[config.mk]
export PLATFORM = sky130hd
export DESIGN_NAME = restoring_div
export DESIGN_NICKNAME = d
export VERILOG_FILES = /design/src/rtl/restoring_div.sv
export SDC_FILE = /design/constraint.sdc
export NUM_CORES = 1
export LEC_CHECK = 0
export BUFFER_PORTS_ARGS = -buffer_cell sky130_fd_sc_hd__buf_2
export CORE_ASPECT_RATIO = 0.7
export CORE_MARGIN = 2
export CORE_UTILIZATION = 61
export CTS_BUF_LIST = sky130_fd_sc_hd__clkbuf_16
export CTS_CLUSTER_SIZE = 25
export DETAILED_ROUTE_END_ITERATION = 10
export HOLD_SLACK_MARGIN = 0.03
export PLACE_DENSITY = 0.84
export SYNTH_ARGS = -nofsm -noshare
export SYNTH_HDL_FRONTEND = slang
export SYNTH_SLANG_ARGS = --single-unit
[constraint.sdc]
create_clock -name clk -period 6.8 [get_ports clk]
set_input_delay 0.34 -clock clk [delete_from_list [all_inputs] [get_ports clk]]
set_output_delay 0.34 -clock clk [all_outputs]
set_load 0.03 [all_outputs]
[src/rtl/restoring_div.sv]
// restoring_div -- multi-cycle unsigned restoring divider.
//
// One quotient bit is produced per RUN cycle. The dividend register is also
// the quotient accumulator: the dividend MSB shifts out into the partial
// remainder while the new quotient bit shifts in at the LSB, so after W
// cycles that register holds the quotient.
//
// Ports:
//   clk        rising-edge clock
//   rst        asynchronous active-high reset
//   start      request a division (accepted only in IDLE)
//   dividend   unsigned numerator, captured on accept
//   divisor    unsigned denominator, captured on accept
//   busy       high while in RUN or FIN
//   done       one-cycle pulse once quotient/remainder/dbz are updated
//   quotient   result quotient (all ones on divide-by-zero)
//   remainder  result remainder (dividend on divide-by-zero)
//   dbz        divide-by-zero flag for the last result
module restoring_div #(
  parameter int W = 8
) (
  input  logic         clk,
  input  logic         rst,
  input  logic         start,
  input  logic [W-1:0] dividend,
  input  logic [W-1:0] divisor,
  output logic         busy,
  output logic         done,
  output logic [W-1:0] quotient,
  output logic [W-1:0] remainder,
  output logic         dbz
);

  localparam int CW = $clog2(W + 1);

  typedef enum logic [1:0] {IDLE, RUN, FIN} state_t;

  // Working state for the operation in flight.
  typedef struct packed {
    logic [W-1:0] dq;    // dividend shifting out / quotient shifting in
    logic [W-1:0] prem;  // partial remainder
    logic [W-1:0] dsr;   // captured divisor
    logic         dz;    // result will be a divide-by-zero
  } work_t;

  state_t        state;
  work_t         wk;
  logic [CW-1:0] cnt;

  // One restoring step: shift the next dividend bit into the partial
  // remainder and trial-subtract with one extra bit so the borrow shows up
  // as the MSB of the difference.
  logic [W:0] shifted;
  logic [W:0] diff;
  logic       take;

  always_comb begin
    shifted = {wk.prem, wk.dq[W-1]};
    diff    = shifted - {1'b0, wk.dsr};
    take    = ~diff[W];
  end

  always_ff @(posedge clk or posedge rst) begin
    if (rst) begin
      state     <= IDLE;
      wk        <= '0;
      cnt       <= '0;
      busy      <= 1'b0;
      done      <= 1'b0;
      quotient  <= '0;
      remainder <= '0;
      dbz       <= 1'b0;
    end else begin
      done <= 1'b0;
      case (state)
        IDLE: begin
          if (start) begin
            busy <= 1'b1;
            if (divisor == '0) begin
              // Skip the iterations; the result is fixed by convention.
              wk.dq   <= '1;
              wk.prem <= dividend;
              wk.dsr  <= divisor;
              wk.dz   <= 1'b1;
              state   <= FIN;
            end else begin
              wk.dq   <= dividend;
              wk.prem <= '0;
              wk.dsr  <= divisor;
              wk.dz   <= 1'b0;
              cnt     <= CW'(W);
              state   <= RUN;
            end
          end
        end
        RUN: begin
          // A borrow means the trial subtraction failed: keep the shifted
          // value (restore) and record a 0 quotient bit.
          wk.prem <= take ? diff[W-1:0] : shifted[W-1:0];
          wk.dq   <= {wk.dq[W-2:0], take};
          cnt     <= cnt - CW'(1);
          if (cnt == CW'(1)) state <= FIN;
        end
        FIN: begin
          quotient  <= wk.dq;
          remainder <= wk.prem;
          dbz       <= wk.dz;
          done      <= 1'b1;
          busy      <= 1'b0;
          state     <= IDLE;
        end
        default: begin
          state <= IDLE;
          busy  <= 1'b0;
        end
      endcase
    end
  end

endmodule

Word level (Yosys, flattened, before mapping)
Cells that the tools add are included.

word-level totals
  register bits after elaboration = 50
  bits in latches = 0
  bits in writable memories = 0
  ROM bits = 0
  bits of input ports = 19
  output and inout bits = 19
  logic and storage cells = 43
  memories = 0

operators by class
  add/sub/neg operators = 2
  $mul = 0
  divide/modulo/power cells = 0
  magnitude comparators = 0
  equality and inequality tests = 6
  shifts and indexed selects = 0
  multiplexer cells = 14
  bitwise gates (word level) = 2
  reduce and logical (&&, ||, !) cells = 8

operators with widths
  cell                                              number
  2-to-1 mux 25 bit                                 2
  case mux 16 bit (2 select lines)                  1
  subtractor 9 x 8 -> 9 bit                         1
  zero test 8 bit                                   1
  2-to-1 mux 4 bit                                  2
  2-to-1 mux 8 bit                                  1
  case mux 4 bit (2 select lines)                   1
  AND reduction 2 bit                               4
  2-to-1 mux 2 bit                                  3
  != test 2 bit, second input constant              3
  == test 4 x 1 -> 1 bit, second input constant     1
  case mux 2 bit (2 select lines)                   1
  subtractor 4 x 1 -> 4 bit, second input constant  1
  AND reduction 3 bit                               1
  == test 2 x 1 -> 1 bit, second input constant     1
  == test 2 bit, second input constant              1
  zero test 2 bit                                   1
  2-to-1 mux 1 bit                                  2
  inverter 1 bit                                    2
  case mux 1 bit (2 select lines)                   1
  nonzero test 2 bit                                1

Depth between registers and ports, before layout
Gate-level depths: netlist of the first run.

  word-level depth = 4
  gate-level depth with buffers = 9
  depth with buffers taken out = 9

Worst setup path after synthesis of the first run
OpenSTA, ideal clock, no wires.

  path kind = reg2reg
  from = reg wk[1] in the netlist's numbering
  to = reg wk, in the netlist shifted[2]
  library setup time = 83 ps
  arrival time = 2242 ps
  required time = 6717 ps
  slack = 4475 ps
  stages on the path, launching flop included = 9
  buffers on the path = 0
  clock period less this slack = 2325 ps
  cells stage by stage = dfrtp_1 ha_1 fa_1 nand2b_1 a211oi_2 mux2i_1 nor2_4 mux2_1 o22ai_1

between the ends
  cells in the longest elaborated chain, start to end = 3

RTL lines
  element                           line  source
  start: declaration                47    work_t wk;
  subtractor 9 x 8 -> 9 bit         59    diff = shifted - {1'b0, wk.dsr};
  2-to-1 mux 8 bit                  99    wk.prem <= take ? diff[W-1:0] : shifted[W-1:0];
  case mux 16 bit (2 select lines)  75    case (state)

Every way passes these cells.
A chain may end at the register's enable or synchronous reset.

Worst setup path in the final report of the first run
  from = reg wk, in the netlist shifted[0]
  to = reg wk, in the netlist shifted[2]

The elaborated chain is that of the path after synthesis.

==> results of run 1 <==
==> sequential cells by signal, summed over array words and instances (netlist names) <==
signal	count
shifted	9
busy	1
state	2
wk	16
cnt	4
remainder	8
dbz	1
quotient	8
done	1
==> cells in the final DEF (no fill, tap or decap), types with 2 or more instances in the layout <==
cell type,instances
a21o_1,2
xor2_1,2
nor3_1,5
and3_1,3
mux2i_1,7
a21oi_2,2
a21oi_1,21
o21ai_1,6
nand2b_1,6
or4_4,2
nand2_1,16
a22oi_1,6
inv_2,2
nor3b_1,2
dfrtp_1,50
o21ai_0,13
nor2b_1,2
buf_2,37
o22ai_1,9
or2_2,2
ha_1,10
inv_1,17
mux2_2,15
nand3_1,3
nor2_1,21
clkbuf_16,5
xnor2_1,2
==> stage by stage <==
stage / util (%) / setup slack, ns / cell area, um^2
floorplan: - / 4.47 / 2590
global placement: 70.3 / 4.38 / 2810
detailed placement: 70.3 / 4.30 / 2810
CTS: 73.6 / 4.27 / 2940
global route: 73.6 / 4.10 / 2940
finish: 73.6 / 4.26 / 2940
==> worst max path at each step <==
stage                                      start                endpoint
final                     shifted[0]$_DFFE_PP0P_  shifted[2]$_DFFE_PP0P_
after CTS                 shifted[0]$_DFFE_PP0P_  shifted[2]$_DFFE_PP0P_
after detailed placement  shifted[0]$_DFFE_PP0P_  shifted[2]$_DFFE_PP0P_
after global routing      shifted[0]$_DFFE_PP0P_  shifted[2]$_DFFE_PP0P_
after global placement    shifted[0]$_DFFE_PP0P_  shifted[2]$_DFFE_PP0P_
after floorplan                wk[1]$_DFFE_PP0P_  shifted[2]$_DFFE_PP0P_
==> power groups by stage <==
| stage | sequential [mW] | combinational [mW] | clock [mW] |
|---|---|---|---|
| final | 0.531 | 0.935 | 0.232 |
| after global routing | 0.548 | 1.04 | 0.248 |
| after CTS | 0.529 | 0.928 | 0.232 |
| after detailed placement | 0.533 | 0.914 | 0 |
| after global placement | 0.526 | 0.890 | 0 |
| after floorplan | 0.576 | 0.658 | 0 |
==> cell families after synthesis <==
kind of cell,share of synthesized area (%)
XOR/XNOR,1.35
adder cells (fa/ha/maj),5.60
buffers and inverters,3.72
flip-flops,48.3
multiplexers,10.2
AO/OA/AOI/OAI,16.8
AND/OR/NAND/NOR,14.0
==> metal layers <==
layer	routed length [um]	track usage, %	share of wire, %	vias to the layer above
met1	2830	41.9	48	929
met5	0	0	0	-
met3	578	8.44	9.8	12
li1	-	-	-	964
met4	80	8.81	1.4	0
met2	2430	41.1	41	109
==> final cells by class <==
| type | instances | area, um^2 |
|---|---|---|
| Clock buffer | 5 | 125 |
| Multi-Input combinational cell | 177 | 1240 |
| Timing Repair Buffer | 37 | 185 |
| Fill cell | 305 | 1050 |
| Clock inverter | 2 | 7.51 |
| Tap cell | 52 | 65.1 |
| Sequential cell | 50 | 1250 |
| Inverter | 17 | 63.8 |
==> critical path, delay by kind of cell (launching register included) <==
family	cells	cell delay [ns]
multiplexers	2	0.69
adder cells (fa/ha/maj)	2	0.63
AND/OR/NAND/NOR	2	0.36
AO/OA/AOI/OAI	2	0.35
flip-flops	1	0.33
buffers and inverters	1	0.09
==> impl_summary.md, run 1 <==
Min path
Counting instances, the worst hold path has a depth of 3. The startpoint of the most critical hold path is divisor[5]. The tightest min-delay check is of the input pin to register type. The terminating pin of the worst hold path is wk[6]$_DFFE_PP0P_.

Power and ir drop
The worst-case IR drop observed on VDD is 0.377 mV. The logic gate share of total power is between 50% and 60%. Dividing total power by cell area gives a power density of just under 600 nW/um^2.

The share of total power dissipated in sequential elements is ~31%. For this design the total switching power over the nets is between 0.7 and 0.8 mW. The leakage power of the design is 1.44 nW. In this run, the clock network consumes between 10% and 20% of the power. The total power draw is 1.70 mW. Internal power comes to between 0.9 and 1 mW.

The switching share of power is 44.3%.

STA
The setup TNS is 0 ns. The final number of hold-violating endpoints is 0. Setup repair after global routing left no endpoint under its margin. The count of endpoints failing setup in the final report is 0.

The minimum clock period is 2.54 ns. The total count of max-transition violations in the final report was 0. The smallest hold slack is ~0.28 ns. In this run the tightest slew margin relative to its limit is 29.7%. The highest attainable clock frequency is about 390 MHz. On the final layout, the worst clock skew is between 0.004 and 0.005 ns. The share of the clock period used by the worst path is between 30% and 40%.

The transition time at the pin with the least slew margin is roughly 1.1 ns.

CTS
The tree is rooted in a clkbuf_16. The H-tree level count is 2. The post-cts resize count is 0.

In this run, CTS created clock tree buffers numbering 5. The register clock-pin slew on the reported worst setup and hold paths is around 0.060 ns. The number of buffers inserted by post-CTS setup repair is 0.

The CTS tree is yes. The deepest clock path buffer count is 2. The cts-stage hold buffer count is 0.

The later pin in the worst-skew pair is clocked with a latency of roughly 0.29 ns. The clock sink count is 50.

Place
Including well taps, the total number of placed cells is around 330. Routability-driven placement finished with a final weighted congestion of 0.917. The HPWL after detailed placement is roughly 4200 um. Buffers placed on the I/O ports in this run total 37.

GRT
Entering global routing, the biggest net connects slightly above 50 pins. The via count of the first global-routing pass is 2025. The first global-routing pass estimated 10100 um of wire. The initial antenna violation count is 0. After global routing the overflow that remains totals 0.

The aggregate global-route resource usage is ~29%.

Detailed routing
In the routed layout, each cell is associated on average with a via count of just under 6. For this run, design rule violations remaining after detail routing come to 0. The mean routed wirelength per cell is approximately 17 um. The wire length after detailed routing is around 5900 um. The post-detailed-route count of antenna-violating nets is 0.

For this block, the via count after detailed routing is 2014. The first-iteration detailed-routing DRC count is 176. The first TritonRoute pass finished after 4 iterations.

Job
The max-capacitance violation count is 0.

Finish
Cells with a size suffix above 1 make up between 20% and 30% of the layout. Compared with the post-synthesis result, the final layout area differs by 13.5%. Leaving out filler cells and counting taps, the final layout contains 340.

The number of nets in the layout is 318. 0 antenna diodes ended up in the layout.

Synthesis
The leading register cell type out of synthesis is dfrtp_1. By area the synthesized netlist is led by dfrtp_1 (48%), mux2_2 (6.5%), ha_1 (4.8%). Of all cell types, the one taking the most synthesized area is dfrtp_1. The share of async-settable or async-resettable flops after synthesis is 100%.

By count the netlist is led by dfrtp_1 (50), a21oi_1 (21), nor2_1 (21). The gate count of the mapped netlist is 252. The number of register bits inferred by synthesis is 50.

Yosys instantiated no cell more often than dfrtp_1. The count of flip-flops with a built-in enable after synthesis is 0. In this run the mean area of a mapped cell was slightly above 10 um^2. Summing every instance area after synthesis gives approximately 2600 um^2. The fraction of synthesized cell area taken by the top area cell type is around 48%. The net count of the mapped netlist is ~280.

The number of distinct library cells after synthesis is 47. After synthesis, flip-flops and latches occupy roughly half of the total area. The count of synthesis-stage warnings from yosys is 0.

Worst setup path
The path type of the worst setup path is register to register. The cell type of the slowest stage on the worst timing path is fa_1. On the worst path, the slowest cell contributes a delay of 0.41 ns. Setup slack on the worst reg-to-reg path comes out at roughly 4.3 ns. The launch point of the worst reg-to-reg path is shifted[0]$_DFFE_PP0P_.

The signal on the critical path passes through inv_1 -> ha_1 -> fa_1 -> nand2b_1 -> a211oi_2 -> mux2i_1 -> nor2_4 -> mux2_1 -> o22ai_1. The data required time of the worst path is roughly 7.0 ns. STA classifies the critical path endpoint as a register. Measured in cells, the most critical reg-to-reg path has a length of 9. The endpoint of the worst register-to-register path is shifted[2]$_DFFE_PP0P_. The worst setup path is launched from a register. The highest net fanout along the worst path is 9. STA puts the critical path data arrival time at roughly 2.7 ns.

Floorplan
In this run the core area contains 19 standard-cell rows. Measured along the y axis, the die boundary spans between 50 and 60 um. In this run the count of I/O pins placed on the die edge is 38. In this run the standard cell core region covers about 4000 um^2. The initial utilization of the core area, before any placement, comes to 64.8%.

The die is 81.9 um wide. The floorplan die area is 4790 um^2.

Run status
The flow ran to the end, and the final reports show no timing, DRC or antenna violations.
(Power assumes the default switching activity.)
==> inputs of run 2 (changes only) <==
--- a/config.mk
+++ b/config.mk
@@ -5,15 +5,16 @@
 export SDC_FILE = /design/constraint.sdc
 export NUM_CORES = 1
 export LEC_CHECK = 0
+export ABC_AREA = 1
 export BUFFER_PORTS_ARGS = -buffer_cell sky130_fd_sc_hd__buf_2
 export CORE_ASPECT_RATIO = 0.7
 export CORE_MARGIN = 2
-export CORE_UTILIZATION = 61
+export CORE_UTILIZATION = 57
 export CTS_BUF_LIST = sky130_fd_sc_hd__clkbuf_16
 export CTS_CLUSTER_SIZE = 25
 export DETAILED_ROUTE_END_ITERATION = 10
 export HOLD_SLACK_MARGIN = 0.03
-export PLACE_DENSITY = 0.84
+export PLACE_DENSITY = 0.79
 export SYNTH_ARGS = -nofsm -noshare
 export SYNTH_HDL_FRONTEND = slang
 export SYNTH_SLANG_ARGS = --single-unit
==> constraint.sdc (replaced) <==
create_clock -name clk -period 2.5 [get_ports clk]
set_input_delay 0.125 -clock clk [delete_from_list [all_inputs] [get_ports clk]]
set_output_delay 0.125 -clock clk [all_outputs]
set_load 0.03 [all_outputs]
==> run 2 against run 1 <==
Against the previous run:
- fmax grew 25%
- power grew to 3.1 times the previous value
- synthesized area grew 5.2%
- die area grew 12%
- highest routed layer unchanged
- hold slack lost 0.21 ns
- worst setup slack lost 3.8 ns
- register-to-register slack lost 3.8 ns
- critical endpoint is now shifted[8]$_DFFE_PP0P_
- final cell count grew 28%
==> impl_summary.md, run 2 <==
Synthesis
The most numerous cell in the Yosys netlist is nand2_1. The count of synthesis-stage warnings from yosys is 0. The netlist area before placement is between 2000 and 3000 um^2. The number of nets handed over by synthesis was 372. Yosys mapped a number of flops with a built-in enable equal to 0.

The most used flip-flop cell after synthesis is dfrtp_1. After synthesis, the cell types taking the most area are dfrtp_1 (46%), nand2_1 (11%), inv_1 (8.3%). The average footprint of a synthesized cell is 7.96 um^2. By count the netlist is led by nand2_1 (79), inv_1 (60), dfrtp_1 (50).

The synthesized design spends more area on one cell type than any other, namely dfrtp_1. In this run the biggest area consumer among cell types represents about 46% of the synthesized area. The number of distinct library cells after synthesis is 30. Of all flip-flops after synthesis, the portion carrying an async set or reset was 100%.

The share of synthesized area occupied by flip-flops and latches is 45.9%. The gate count of the mapped netlist is about 340. In this run, synthesis produced a sequential element count of 50.

Detailed routing
The wire length after detailed routing is between 5000 and 6000 um. Dividing the detail-routed wire length by the instance count gives 13.7 um. The detailed router finished its first iteration with 289 violations. The first TritonRoute pass finished after 5 iterations.

The remaining design rule violation count is 0. The detailed router placed 2301 vias in this run. The detail-routed via count per cell is roughly 5.3. The count of nets left with antenna violations once routing finished came out at 0.

Floorplan
The initial utilization of the core area, before any placement, comes to between 60% and 70%. The placeable core region is approximately 4500 um^2. The y dimension of the die is between 60 and 70 um. The die outline width is slightly below 90 um. The number of core rows is 20. The floorplan step defined a die boundary enclosing between 5000 and 6000 um^2. 38 I/O pins were placed.

GRT
The via count of the first global-routing pass came to approximately 2100. Entering global routing, the biggest net connects between 50 and 60 pins. Across every metal layer, demand over resource in global routing totals approximately 24%. The initial antenna violation count is 0. The overflow left after global routing is 0.

The first global-routing pass estimated approximately 9800 um of wire.

Worst setup path
The highest net fanout along the worst path is 9. Data on the critical path is required at its endpoint by 2.72 ns. The startpoint type of the worst setup path is a register. Setup slack on the worst reg-to-reg path comes out at 0.47 ns. The depth of the worst register-to-register path is 14. The endpoint of the worst register-to-register path is shifted[8]$_DFFE_PP0P_. In this run the critical register-to-register path is launched from shifted[0]$_DFFE_PP0P_.

The path type of the worst setup path is register to register. STA puts the critical path data arrival time at 2.26 ns. The worst setup path is captured at a register.

CTS
CTS built an H-tree with a depth of 2. After clock tree synthesis, the clock-pin slew on the worst setup and hold paths is 0.07 ns. The CTS tree is yes. The cts-stage hold buffer count is 0. The post-cts resize count is 0. The worst-skew pair later-pin latency is approximately 0.30 ns.

The deepest clock path buffer count is 2. Post-CTS timing repair inserted 0 buffers for setup. The clock sink count is 50.

The cell chosen for the clock root is clkbuf_16. The CTS buffer count is 5.

STA
Subtracting the final worst setup slack from the clock period gives just over 2 ns. The count of endpoints failing setup in the final report is 0. The largest clock skew in the final design is roughly 0.0091 ns.

The share of the clock period used by the worst path is between 80% and 90%. The worst slew margin relative to its limit is around a third. Derived from the worst setup path, the maximum achievable clock frequency is about 490 MHz. The total count of max-transition violations in the final report is 0. The transition time at the pin with the least slew margin is 1.02 ns.

Setup repair after global routing left no endpoint under its margin. The final number of hold-violating endpoints is 0. The worst path setup slack after routing is 0.468 ns. The setup TNS is 0 ns.

Power and ir drop
The power density normalized to cell area is between 1500 and 2000 nW/um^2. The largest vdd supply drop is roughly 0.79 mV. Overall power consumption after layout is estimated at between 5 and 6 mW. The leakage power of the design is approximately 1.7 nW.

Place
Summing all placed instances gives a cell area of slightly below 3000 um^2. Timing analysis after detailed placement gives a worst setup slack of 0.490 ns. The HPWL after detailed placement is approximately 4300 um. The count of input and output buffers is 37. The weighted congestion at the end of routability-driven global placement is about 0.85.

Once placement completed, the tool counted placed cells totaling about 430.

Finish
Compared with the post-synthesis result, the final layout area differs by 14.5%. The number of nets in the layout is just over 400. 0 antenna diodes ended up in the layout. The number of flip-flops in the largest register is 16. Leaving out filler cells and counting taps, the final layout contains 435. The layout cell share with drive strength beyond 1 is approximately 17%. Counting the fill cells in the layout gives roughly 390. Leaving out fill and tap cells, the most frequent cells in the layout are nand2_1 (79), inv_1 (59), dfrtp_1 (50), o21ai_0 (38), buf_2 (37). The register with the most flip-flops in the final layout is wk. The leading cell type in the layout, fill and taps excluded is nand2_1. The total non-filler cell area in the finished layout is 3120 um^2.

Min path
The worst min-delay path class is input pin to asynchronous set/reset pin.

Run status
The run finished with clean final reports.

Job
The tool flagged a number of max-cap violations equal to 0.
[run 2: worst max-delay path, stage by stage (launching register included)]
cell,delay [ns]
dfrtp_1,0.33
inv_1,0.08
ha_1,0.21
fa_1,0.40
inv_1,0.07
nand2_1,0.04
nand2_1,0.12
nand3_2,0.12
nand2_2,0.10
nand2_4,0.10
nand2_8,0.11
nand2_2,0.06
nand2_1,0.05
nand2_1,0.06
a21oi_2,0.12
[run 2: logic make-up after synthesis]
| logic type | count (synthesis) | synth area share (%) |
|---|---|---|
| buffers and inverters | 72 | 10.4 |
| AOI/OAI and AO/OA | 70 | 14.1 |
| and+or+nand+nor | 136 | 23.2 |
| DFF | 50 | 45.9 |
| adders and majority gates | 11 | 5.33 |
| xor gates and xnor gates | 3 | 0.965 |
[run 2: how the worst max path moves through the flow]
stage / from / to / slack (ns)
2_1_floorplan: wk[1]$_DFFE_PP0P_ / shifted[8]$_DFFE_PP0P_ / 0.66
3_3_place_gp: wk[1]$_DFFE_PP0P_ / shifted[8]$_DFFE_PP0P_ / 0.58
3_5_place_dp: wk[1]$_DFFE_PP0P_ / shifted[8]$_DFFE_PP0P_ / 0.49
4_1_cts: shifted[0]$_DFFE_PP0P_ / shifted[8]$_DFFE_PP0P_ / 0.48
5_1_grt: shifted[0]$_DFFE_PP0P_ / shifted[8]$_DFFE_PP0P_ / 0.32
6_report: shifted[0]$_DFFE_PP0P_ / shifted[8]$_DFFE_PP0P_ / 0.47
[run 2: area by class of cell]
| type | count | area (um^2) | share of cell area [%] |
|---|---|---|---|
| Timing Repair Buffer | 40 | 208 | 6.66 |
| Multi-Input combinational cell | 220 | 1190 | 38.1 |
| Tap cell | 55 | 68.8 | 2.21 |
| Sequential cell | 50 | 1250 | 40.1 |
| Clock buffer | 5 | 125 | 4.01 |
| Inverter | 62 | 233 | 7.46 |
| Clock inverter | 3 | 43.8 | 1.40 |
[run 2: where the power goes]
group          leakage (nW)  switching [mW]  internal [mW]
Combinational          1.01            1.93           1.03
Clock                0.0842           0.305          0.474
Sequential            0.621           0.246           1.20
[run 2: per-layer routing]
layer / track usage, % / vias up / share of wire (%)
li1: - / 1167 / -
met1: 36.7 / 1058 / 51
met2: 35.4 / 67 / 42
met3: 4.62 / 9 / 4.9
met4: 7.81 / 0 / 1.2
met5: 0 / - / 0
[run 2: per-stage QoR]
step	hold WS, ns	util, %
6_report	0.0662	70.0
5_1_grt	0.131	70.0
4_1_cts	0.0998	70.0
3_5_place_dp	0.406	66.2
3_3_place_gp	0.402	66.2
2_1_floorplan	0.290	-
==> inputs of run 3 (changes only) <==
--- a/config.mk
+++ b/config.mk
@@ -9,12 +9,12 @@
 export BUFFER_PORTS_ARGS = -buffer_cell sky130_fd_sc_hd__buf_2
 export CORE_ASPECT_RATIO = 0.7
 export CORE_MARGIN = 2
-export CORE_UTILIZATION = 57
+export CORE_UTILIZATION = 52
 export CTS_BUF_LIST = sky130_fd_sc_hd__clkbuf_16
 export CTS_CLUSTER_SIZE = 25
 export DETAILED_ROUTE_END_ITERATION = 10
 export HOLD_SLACK_MARGIN = 0.03
-export PLACE_DENSITY = 0.79
+export PLACE_DENSITY = 0.76
 export SYNTH_ARGS = -nofsm -noshare
 export SYNTH_HDL_FRONTEND = slang
 export SYNTH_SLANG_ARGS = --single-unit
==> constraint.sdc (replaced) <==
create_clock -name clk -period 1.83 [get_ports clk]
set_input_delay 0.0915 -clock clk [delete_from_list [all_inputs] [get_ports clk]]
set_output_delay 0.0915 -clock clk [all_outputs]
set_load 0.03 [all_outputs]
==> run 3 against run 2 <==
Against the previous run:
- the run now ends with setup timing left
- flip-flop and latch count is the same
- sequential share of layout area decreased by 3.1 points
- hold slack barely moved
- first-iteration DRC count down 12%
- worst setup slack worse by 0.58 ns
- via count up 5.8%
- global-route usage fell by 1.3 points
- fmax grew 4.7%
- register-to-register slack worse by 0.58 ns
- routed wire length up 5.6%
- final cell count up 8.0%
- clock skew shrank 0.0035 ns
- largest cell class is now multi-input gates
==> impl_summary.md, run 3 (synthesis gave the netlist of run 2 again) <==
STA
Setup repair after global routing could not meet its margin everywhere. The worst path setup slack after routing is -0.110 ns. The largest clock skew in the final design is 0.00563 ns. The highest attainable clock frequency is 515 MHz. The total count of max-transition violations in the final report came to 0. For the pin with the worst max-slew slack, the measured transition is ~0.62 ns. The final number of hold-violating endpoints is 0. Of the available clock period, the critical path in the final layout requires 106%. The smallest hold slack is 0.0663 ns.

The worst slew margin relative to its limit is about three fifths. The count of endpoints failing setup in the final report is 9. Subtracting the final worst setup slack from the clock period gives 1.94 ns.

Finish
The multi-input gate area in the final layout is ~1300 um^2. The number of nets in the layout is 430. The layout cell share with drive strength beyond 1 is a little under a quarter. The library cells used most frequently in the layout, excluding fill and tap cells, are nand2_1 (76), inv_1 (57), dfrtp_1 (50), o21ai_0 (38), buf_2 (37). The flip-flop and latch area is around 1300 um^2.

The number of inserted diodes is 0. More flip-flops sit in one register than any other, and that register is wk. Counting the fill cells in the layout gives 412. The library cell used most frequently in the layout, excluding fill and tap cells, is nand2_1. Compared with the post-synthesis result, the final layout area differs by 23.9%. The number of flip-flops in the largest register is 16.

GRT
The initial antenna violation count is 0. The first global-routing pass estimated 10600 um of wire. The via count of the first global-routing pass is around 2200. The overflow left after global routing is 0. The pin count of the biggest net entering global routing is slightly above 50. The aggregate global-route resource usage is 22.9%.

Floorplan
The number of core rows is 21. The die is roughly 91 um wide. The starting utilization of the core area is a little under three fifths. The floorplan die area is between 5000 and 6000 um^2.

The placeable core region is between 4000 and 5000 um^2. The y dimension of the die is about 65 um. 38 I/O pins were placed.

Worst setup path
By startpoint and endpoint, the worst setup path is classified as register to register. The family of cells with the greatest summed delay on the critical path is simple AND/OR/NAND/NOR gates. The capturing element type of the critical path is a register.

The highest net fanout along the worst path is 6. The cell type of the slowest stage on the worst timing path is dfrtp_1. The data required time of the worst path is 2.05 ns. Counting both buffers and inverters, the worst setup path holds a total of 1. For the worst setup path, the data arrival time is ~2.2 ns. The largest single stage delay on the critical path is 0.39 ns. The startpoint type of the worst setup path is a register. Walking the worst path, the cells encountered are ha_2 -> fa_2 -> inv_2 -> nand2_2 -> nand2_4 -> nand3_4 -> nand2_4 -> nand2_8 -> nand2_8 -> nand2_2 -> nand2_1 -> nand2_1 -> a21oi_2.

Place
The HPWL after detailed placement is approximately 4400 um. At the end of routability-driven placement, the weighted congestion stood at around 0.80. The count of input and output buffers is 37.

Detailed routing
The final layout contains routed wiring with a total length of 6280 um. The total vias in the final route is roughly 2400. After detailed routing, the average wire length per cell comes to between 10 and 15 um.

The first detailed-routing pass took 4 iterations. The remaining design rule violation count is 0. The detail route stage leaves a number of antenna-violating nets equal to 0. After detailed routing, the number of vias per cell comes to roughly 5.2. The first-iteration detailed-routing DRC count is about 260.

CTS
The clock sink count is 50. The worst-skew pair later-pin latency is between 0.2 and 0.3 ns. TritonCTS built the clock tree. The CTS buffer count is 5. The cell sitting at the root of the clock tree is a clkbuf_16.

The register clock-pin slew on the reported worst setup and hold paths is ~0.060 ns. The H-tree level count is 2. The deepest clock path buffer count is 2.

Run status
The run finished, with violations left. The final reports fail on setup timing.

Min path
The tightest min-delay check is of the input pin to register type.

Job
Max-cap violations in this run came to 0.
[run 3: changes by cell type in the layout (fill, tap and decap cells not counted), sizes merged]
cell,before,now
buf,40,57
dlygate4sd3,0,1
nand2,85,87
nand3,26,27
[run 3: path summary, 6_finish.rpt]
check	to	cells past startpoint	from	slack, ns
max	shifted[8]$_DFFE_PP0P_	13	wk[1]$_DFFE_PP0P_	-0.11
max reg2reg	shifted[8]$_DFFE_PP0P_	13	wk[1]$_DFFE_PP0P_	-0.11
max in group asynchronous	wk[8]$_DFFE_PP0P_	4	rst	0.91
min reg2reg	remainder[6]$_DFFE_PP0P_	2	remainder[6]$_DFFE_PP0P_	0.48
min in group asynchronous	quotient[2]$_DFFE_PP0P_	4	rst	0.50
min	wk[6]$_DFFE_PP0P_	3	divisor[5]	0.07
[run 3: timing repair]
item / CTS / global route
resized for setup: 6 / 11
buffers inserted: 2 / 5
endpoints found under the hold margin: 50 / 0
endpoints found under the setup margin: 9 / 9
pin swaps: 4 / 10
gates cloned: 2 / 1
hold buffers: 1 / 0
[run 3: worst min-delay path: cells and delay by family]
kind | cells | cell delay [ns]
AOI/OAI and AO/OA | 1 | 0.07
buffers and inverters | 2 | 0.14
[run 3: layout make-up]
class,instances,area share [%]
sequential,50,37.1
clock buffer,5,3.71
multi-input combinational,223,38.1
tap,69,2.56
timing repair buffer,58,10.3
inverter,62,6.90
clock inverter,3,1.30
[run 3: routing by layer]
layer  global-route usage [%]  wire (um)  vias to the layer above
li1                         -          -                     1215
met1                     33.7       2950                     1123
met2                     34.1       2770                       86
met3                     4.88        463                       11
met4                     7.12         98                        0
met5                        0          0                        -
[run 3: per-stage QoR]
stage / setup TNS (ns) / util, % / std cells / setup slack (ns) / cell area (um^2)
finish: -0.567 / 68.7 / 470 / -0.110 / 3370
global route: -1.53 / 68.7 / 470 / -0.225 / 3370
CTS: -0.00230 / 66.9 / 464 / -0.00230 / 3290
detailed placement: -0.356 / 62.0 / 451 / -0.0844 / 3040
global placement: -0.00834 / 62.0 / 451 / -0.00834 / 3040
floorplan: 0 / - / 342 / 0.0387 / 2730
Power of run 3 is not shown: default switching activity piles up to over one toggle a cycle in this logic, so the estimate is an artifact.
